--- config.mk ---
export PLATFORM = sky130hd
export DESIGN_NAME = ps2_frame_rx_flat
export DESIGN_NICKNAME = d
export VERILOG_FILES = /design/src/rtl/ps2_frame_rx_if.sv /design/src/rtl/ps2_frame_rx.sv /design/src/flat_wrapper.sv
export SDC_FILE = /design/constraint.sdc
export NUM_CORES = 1
export LEC_CHECK = 0
export BUFFER_PORTS_ARGS = -buffer_cell sky130_fd_sc_hd__buf_2
export CAP_MARGIN = 25
export CORE_ASPECT_RATIO = 1.25
export CORE_UTILIZATION = 47
export DETAILED_ROUTE_END_ITERATION = 12
export GPL_TIMING_DRIVEN = 0
export MAX_ROUTING_LAYER = met4
export PLACE_DENSITY = 0.76
export SLEW_MARGIN = 30
export SYNTH_ARGS = -nofsm -noshare
export SYNTH_HDL_FRONTEND = slang
export SYNTH_SLANG_ARGS = --single-unit
--- constraint.sdc ---
create_clock -name clk -period 2.5 [get_ports clk]
set_input_delay 0.375 -clock clk [delete_from_list [all_inputs] [get_ports clk]]
set_output_delay 0.375 -clock clk [all_outputs]
set_load 0.02 [all_outputs]
--- src/rtl/ps2_frame_rx_if.sv ---
// Byte-stream hand-off between the PS/2 receiver FIFO and the keyboard consumer.
// The receiver drives the show-ahead head byte and occupancy.
// The consumer drives the pop request.
interface ps2_frame_rx_if #(
  parameter int FIFO_DEPTH = 8
);
  localparam int CW = $clog2(FIFO_DEPTH) + 1;

  logic          rd;
  logic [7:0]    rdata;
  logic          valid;
  logic [CW-1:0] count;

  modport master (input rd, output rdata, output valid, output count);
  modport slave  (output rd, input rdata, input valid, input count);
endinterface

--- src/rtl/ps2_frame_rx.sv ---
// PS/2 device-to-host frame receiver.
// Pad synchronisers feed a kc deglitch filter, which feeds an 11-bit frame
// deserialiser (start, 8 data LSB-first, odd parity, stop).
// Good bytes land in a show-ahead FIFO, and errors are held in sticky flags.
module ps2_frame_rx #(
  parameter int FILTER_LEN     = 8,
  parameter int FIFO_DEPTH     = 8,
  parameter int TIMEOUT_CYCLES = 50000
) (
  input  logic          clk,
  input  logic          reset,
  input  logic          kc,
  input  logic          kd,
  input  logic          clr_err,
  output logic          frame_err,
  output logic          parity_err,
  output logic          overrun,
  ps2_frame_rx_if.master fifo
);

  localparam int FCW = $clog2(FILTER_LEN);
  localparam int TCW = $clog2(TIMEOUT_CYCLES);
  localparam int AW  = $clog2(FIFO_DEPTH);
  localparam int CW  = AW + 1;

  localparam logic [FCW-1:0] FILT_MAX = FCW'(FILTER_LEN - 1);
  localparam logic [TCW-1:0] TMO_MAX  = TCW'(TIMEOUT_CYCLES - 1);
  localparam logic [CW-1:0]  FULL_CNT = CW'(FIFO_DEPTH);

  typedef enum logic [1:0] {IDLE, DATA, PARITY, STOP} state_t;

  logic           kc_meta_q, kc_meta_d, kc_sync_q, kc_sync_d;
  logic           kd_meta_q, kd_meta_d, kd_sync_q, kd_sync_d;
  logic [FCW-1:0] filt_cnt_q, filt_cnt_d;
  logic           kc_filt_q, kc_filt_d, kc_dly_q, kc_dly_d;
  logic           strobe;

  state_t         state_q, state_d;
  logic [2:0]     bit_cnt_q, bit_cnt_d;
  logic [7:0]     shift_q, shift_d;
  logic           par_q, par_d;
  logic [TCW-1:0] tmo_q, tmo_d;
  logic           push, frame_ev, parity_ev, overrun_ev;

  logic [7:0]     mem_q [FIFO_DEPTH];
  logic [AW-1:0]  wr_ptr_q, wr_ptr_d, rd_ptr_q, rd_ptr_d;
  logic [CW-1:0]  count_q, count_d;
  logic           do_push, do_pop, full, not_empty;

  logic           frame_err_q, frame_err_d, parity_err_q, parity_err_d;
  logic           overrun_q, overrun_d;

  // Synchronise the pads and debounce kc; a falling edge of the filtered clock yields a one-cycle strobe.
  always_comb begin
    kc_meta_d  = kc;
    kc_sync_d  = kc_meta_q;
    kd_meta_d  = kd;
    kd_sync_d  = kd_meta_q;
    filt_cnt_d = '0;
    kc_filt_d  = kc_filt_q;
    kc_dly_d   = kc_filt_q;
    strobe     = kc_dly_q & ~kc_filt_q;
    if (kc_sync_q != kc_filt_q) begin
      if (filt_cnt_q == FILT_MAX) begin
        kc_filt_d = kc_sync_q;
      end else begin
        filt_cnt_d = filt_cnt_q + 1'b1;
      end
    end
  end

  // Frame deserialiser; timeout aborts a stalled frame in any non-idle state.
  always_comb begin
    state_d   = state_q;
    bit_cnt_d = bit_cnt_q;
    shift_d   = shift_q;
    par_d     = par_q;
    tmo_d     = '0;
    push      = 1'b0;
    frame_ev  = 1'b0;
    parity_ev = 1'b0;
    if (state_q != IDLE && !strobe) begin
      tmo_d = tmo_q + 1'b1;
    end
    unique case (state_q)
      IDLE: begin
        if (strobe) begin
          if (!kd_sync_q) begin
            state_d   = DATA;
            bit_cnt_d = 3'd0;
          end else begin
            frame_ev = 1'b1;
          end
        end
      end
      DATA: begin
        if (strobe) begin
          shift_d[bit_cnt_q] = kd_sync_q;
          bit_cnt_d          = bit_cnt_q + 3'd1;
          if (bit_cnt_q == 3'd7) begin
            state_d = PARITY;
          end
        end
      end
      PARITY: begin
        if (strobe) begin
          par_d   = kd_sync_q;
          state_d = STOP;
        end
      end
      STOP: begin
        if (strobe) begin
          state_d = IDLE;
          if (!kd_sync_q) begin
            frame_ev = 1'b1;
          end else if ((^shift_q ^ par_q) != 1'b1) begin
            parity_ev = 1'b1;
          end else begin
            push = 1'b1;
          end
        end
      end
      default: state_d = IDLE;
    endcase
    if (state_q != IDLE && !strobe && tmo_q == TMO_MAX) begin
      state_d  = IDLE;
      tmo_d    = '0;
      frame_ev = 1'b1;
    end
  end

  // FIFO bookkeeping: a pop needs data present, and a push into a full FIFO survives only alongside a pop.
  always_comb begin
    not_empty  = (count_q != '0);
    full       = (count_q == FULL_CNT);
    do_pop     = fifo.rd & not_empty;
    do_push    = push & (~full | do_pop);
    overrun_ev = push & full & ~do_pop;
    wr_ptr_d   = do_push ? wr_ptr_q + 1'b1 : wr_ptr_q;
    rd_ptr_d   = do_pop ? rd_ptr_q + 1'b1 : rd_ptr_q;
    count_d    = count_q;
    if (do_push && !do_pop) begin
      count_d = count_q + 1'b1;
    end else if (!do_push && do_pop) begin
      count_d = count_q - 1'b1;
    end
  end

  // Sticky error flags; a new event outranks a simultaneous clear.
  always_comb begin
    frame_err_d  = (frame_err_q & ~clr_err) | frame_ev;
    parity_err_d = (parity_err_q & ~clr_err) | parity_ev;
    overrun_d    = (overrun_q & ~clr_err) | overrun_ev;
  end

  // State register for the whole receiver.
  always_ff @(posedge clk or posedge reset) begin
    if (reset) begin
      kc_meta_q    <= 1'b1;
      kc_sync_q    <= 1'b1;
      kd_meta_q    <= 1'b1;
      kd_sync_q    <= 1'b1;
      filt_cnt_q   <= '0;
      kc_filt_q    <= 1'b1;
      kc_dly_q     <= 1'b1;
      state_q      <= IDLE;
      bit_cnt_q    <= 3'd0;
      shift_q      <= 8'h00;
      par_q        <= 1'b0;
      tmo_q        <= '0;
      wr_ptr_q     <= '0;
      rd_ptr_q     <= '0;
      count_q      <= '0;
      frame_err_q  <= 1'b0;
      parity_err_q <= 1'b0;
      overrun_q    <= 1'b0;
    end else begin
      kc_meta_q    <= kc_meta_d;
      kc_sync_q    <= kc_sync_d;
      kd_meta_q    <= kd_meta_d;
      kd_sync_q    <= kd_sync_d;
      filt_cnt_q   <= filt_cnt_d;
      kc_filt_q    <= kc_filt_d;
      kc_dly_q     <= kc_dly_d;
      state_q      <= state_d;
      bit_cnt_q    <= bit_cnt_d;
      shift_q      <= shift_d;
      par_q        <= par_d;
      tmo_q        <= tmo_d;
      wr_ptr_q     <= wr_ptr_d;
      rd_ptr_q     <= rd_ptr_d;
      count_q      <= count_d;
      frame_err_q  <= frame_err_d;
      parity_err_q <= parity_err_d;
      overrun_q    <= overrun_d;
    end
  end

  // FIFO storage; contents need no reset because the head is masked while empty.
  always_ff @(posedge clk) begin
    if (do_push) begin
      mem_q[wr_ptr_q] <= shift_q;
    end
  end

  assign fifo.valid  = not_empty;
  assign fifo.count  = count_q;
  assign fifo.rdata  = not_empty ? mem_q[rd_ptr_q] : 8'h00;
  assign frame_err   = frame_err_q;
  assign parity_err  = parity_err_q;
  assign overrun     = overrun_q;

endmodule

--- src/flat_wrapper.sv ---
// flat-port wrapper written by rule: the top's interface ports become plain ports
module ps2_frame_rx_flat 
#(
  parameter int FILTER_LEN     = 8,
  parameter int FIFO_DEPTH     = 8,
  parameter int TIMEOUT_CYCLES = 50000
)
  (clk, reset, kc, kd, clr_err, frame_err, parity_err, overrun, fifo_rd, fifo_rdata, fifo_valid, fifo_count);
  ps2_frame_rx_if #(.FIFO_DEPTH(FIFO_DEPTH)) fifo_i ();
  input  logic clk;
  input  logic reset;
  input  logic kc;
  input  logic kd;
  input  logic clr_err;
  output logic frame_err;
  output logic parity_err;
  output logic overrun;
  input wire logic [$bits(fifo_i.rd)-1:0] fifo_rd;
  output wire logic [$bits(fifo_i.rdata)-1:0] fifo_rdata;
  output wire logic [$bits(fifo_i.valid)-1:0] fifo_valid;
  output wire logic [$bits(fifo_i.count)-1:0] fifo_count;
  assign fifo_i.rd = fifo_rd;
  assign fifo_rdata = fifo_i.rdata;
  assign fifo_valid = fifo_i.valid;
  assign fifo_count = fifo_i.count;
  ps2_frame_rx #(.FILTER_LEN(FILTER_LEN), .FIFO_DEPTH(FIFO_DEPTH), .TIMEOUT_CYCLES(TIMEOUT_CYCLES)) u_core (.clk(clk), .reset(reset), .kc(kc), .kd(kd), .clr_err(clr_err), .frame_err(frame_err), .parity_err(parity_err), .overrun(overrun), .fifo(fifo_i));
endmodule
==> out/results.txt <==
run status: finished with violations
failing checks: negative setup slack
leakage power total: 2.40 nW
overall track demand over capacity in global routing: 19.4%
number of max-cap violations: 0
clock latency reported for the late side of the worst-skew pair: 410 ps
RSZ-0062 raised after global routing: yes
count of buffering cells on the critical path with inverters included: 1
post-DP HPWL: 5630 um
RePlAce Congestion: 0.800
area of all sequential standard cells: 3240 sq um
final worst setup slack: -134 ps
initial cell density of the core: 49.1%
clock network power share: 39.3%
syn avg cell area: 14.8 sq um
number of antenna violations at the first check in global routing: 0
power density over the cells: 1040 nW/um^2
drt initial violations: 217
clock sink total: 116
area of the multi-input gates: 1820 sq um
worst-case clock skew: 5.35 ps
TritonCTS clock tree: yes
diode insertion count for antenna repair: 0
fill count: 758
Worst EP required: 2530 ps
H-tree lvl count: 4
height of the die: 118 um
number of enable flip-flop cells after synthesis: 64
total die area: 11100 sq um
category of the most critical setup path: flop to flop
Tot Pwr: 6.44 mW
count of nets after finishing: 416
peak supply drop: 0.543 mV
Crit path largest cell delay: 670 ps
via count of the first global-routing pass: 3066
final critical delay including setup and external delays: 2630 ps
clock root buffer: sky130_fd_sc_hd__clkbuf_16
number of instances in the synthesized netlist: 340
flop and latch count out of synthesis: 116
worst-path fanout max: 8
standard cell core area: 10300 sq um
Post-Route Utilization: 60.5%
post-route antenna net violation count: 0
share of post-route cells with drive strength above 1: 30.9%
cell-internal power: 4.62 mW
layout overhead on the synthesized area: 23.2%
IO Port Bufs: 21
vias after detailed routing: 2882
clock slew seen by the registers of the worst setup and hold paths: 50 ps
number of distinct library cell variants in the gate-level netlist after synthesis: 43
vias per inst: 5.37
path type of the worst min-delay path: input pin to asynchronous set/reset pin
Main synth FF type: sky130_fd_sc_hd__edfxtp_1
number of top-level pins: 22
sw power: 1.82 mW
largest net degree at the start of global routing: 53
Reg-to-Reg Start: u_core.shift_q[4]
critical path data arrival time: 2660 ps
remaining design rule violation count: 0
aggregate routed wire length: 9490 um
global-route wire length before repair: 15500 um
CP delay by family, top: simple AND/OR/NAND/NOR gates
endpoint kind of the worst setup timing path: flop
Gate power share: 23.5%
worst slew margin relative to its limit: 47.9%
row cnt: 41
synthesis warning total: 0
detailed-route wire length per cell: 17.7 um
part of the power in registers: 37.2%
Die Width: 94.6 um
Net Count, Synth: 361
startpoint type of the worst setup path: flop
part of the Yosys area used for sequential elements: 64.2%
Worst-Margin Slew: 779 ps
fraction of registers with async set/reset: 44.8%
Setup Viol. Count Final: 33
Slew Viols, Final: 0
launch point of the worst path: u_core.shift_q[4]
max frequency: 380 MHz
number of buffers inserted for hold repair after clock tree synthesis: 0
number of buffers inserted during clock tree synthesis: 17
number of hold-slack violations in the final timing report: 0
number of search-and-repair iterations in the first detailed-routing pass: 5
post-route fraction of the period consumed by the critical path: 105%
Worst path slowest cell: sky130_fd_sc_hd__nor2_1
overall overflow remaining after global route: 0
chain of cells forming the critical path: xnor2_2 > xnor3_2 > xnor2_4 > buf_4 > nand4b_1 > nor2_1
number of buffers on the longest clock path: 2
Sw Ratio: 28.3%
netlist area before placement: 5030 sq um
[power by group through the flow]
| stage | Combinational (mW) | Clock, mW | Sequential (mW) |
|---|---|---|---|
| finish | 1.52 | 2.53 | 2.39 |
| global route | 1.66 | 2.64 | 2.42 |
| CTS | 1.49 | 2.56 | 2.38 |
| detailed placement | 1.42 | 0 | 2.38 |
| global placement | 1.39 | 0 | 2.37 |
| floorplan | 1.05 | 0 | 2.40 |
[per-stage QoR]
step	hold slack, ps	TNS (ps)	instance area [sq um]	setup WS (ps)	std cells
final	58.3	-3560	6200	-134	537
after global routing	47.4	-7590	6200	-259	537
after CTS	49.7	-6710	6100	-158	529
after detailed placement	348	-15890	5340	-407	490
after global placement	346	-15580	5330	-571	490
after floorplan	345	-131	5060	-127	340
[state kept, by name, indices dropped and copies added, names as in the netlist, 2 cells and up]
signal             cells
u_core.bit_cnt_q       3
u_core.fifo.count      4
u_core.filt_cnt_q      3
u_core.mem_q          64
u_core.rd_ptr_q        3
u_core.shift_q         8
u_core.state_q         2
u_core.tmo_q          16
u_core.wr_ptr_q        3
[path summary, 6_finish.rpt]
kind | end | slack, ps | depth (start not counted)
setup / recovery | u_core.mem_q[1][3] | -130 | 6
hold / removal | u_core.parity_err | 60 | 2
setup reg to reg | u_core.mem_q[1][3] | -130 | 6
hold reg to reg | u_core.kd_sync_q | 350 | 0
max in group asynchronous | u_core.shift_q[4] | 1970 | 2
min in group clk | u_core.kd_meta_q | 70 | 1
[cell families after synthesis]
group | after synthesis | share of synthesized area [%]
fa+ha+maj | 15 | 3.88
mux | 39 | 12.2
simple gates | 102 | 10.0
buf+inv | 20 | 1.57
compound gates | 17 | 2.16
xor+xnor | 31 | 6.04
flops | 116 | 64.2
[placed cells by master, fill, tap and decap left out, drive strengths merged, types with 5 or more instances in the layout]
cell type	instances
a21oi	5
buf	42
clkbuf	26
dfrtp	46
dfstp	6
edfxtp	64
ha	14
inv	10
mux2	14
mux2i	9
mux4	16
nand2	13
nand3	13
nand4	5
nor2	41
nor3	7
xnor2	19
xor2	11
[cells in the mapped netlist, types with 3 or more instances]
library cell / n / area, sq um
sky130_fd_sc_hd__dfstp_2: 6 / 158
sky130_fd_sc_hd__xor2_1: 11 / 96.3
sky130_fd_sc_hd__nor3b_1: 3 / 22.5
sky130_fd_sc_hd__nand2b_1: 4 / 25.0
sky130_fd_sc_hd__mux4_2: 16 / 360
sky130_fd_sc_hd__o22ai_1: 3 / 18.8
sky130_fd_sc_hd__clkbuf_1: 5 / 18.8
sky130_fd_sc_hd__mux2i_1: 9 / 90.1
sky130_fd_sc_hd__nand2_1: 13 / 48.8
sky130_fd_sc_hd__buf_2: 3 / 15.0
sky130_fd_sc_hd__edfxtp_1: 64 / 1920
sky130_fd_sc_hd__a21oi_1: 5 / 25.0
sky130_fd_sc_hd__o21ai_0: 3 / 15.0
sky130_fd_sc_hd__dfrtp_1: 46 / 1150
sky130_fd_sc_hd__xnor2_1: 18 / 158
sky130_fd_sc_hd__nand3_1: 12 / 60.1
sky130_fd_sc_hd__mux2_2: 8 / 90.1
sky130_fd_sc_hd__ha_1: 14 / 175
sky130_fd_sc_hd__mux2_1: 5 / 56.3
sky130_fd_sc_hd__nand3b_1: 3 / 22.5
sky130_fd_sc_hd__nor2_1: 41 / 154
sky130_fd_sc_hd__inv_1: 9 / 33.8
sky130_fd_sc_hd__nor3_1: 7 / 35.0
sky130_fd_sc_hd__nand4_1: 5 / 31.3
sky130_fd_sc_hd__and3_1: 4 / 25.0
[repair_timing]
action                                 in CTS  in global routing
setup endpoints to repair                  75                 75
buffers inserted                            8                  8
pin swaps                                   7                  5
endpoints found under the hold margin       0                  0
gates resized for setup                    21                  6
[final cells by class]
class	instances	share of cell area (%)
Sequential cell	116	52.2
Multi-Input combinational cell	204	29.4
Clock buffer	22	7.65
Timing Repair Buffer	37	4.03
Tap cell	129	2.60
Clock inverter	10	2.46
Buffer	9	0.989
Inverter	10	0.686
[layer usage]
layer / routed length [um] / track usage, % / up-vias
met4: 92 / 7.10 / 0
met3: 326 / 4.91 / 8
met2: 5350 / 34.0 / 51
li1: - / - / 1361
met1: 3720 / 21.0 / 1462
met5: 0 / - / -
No activity file was read; power rests on OpenSTA's default activity.
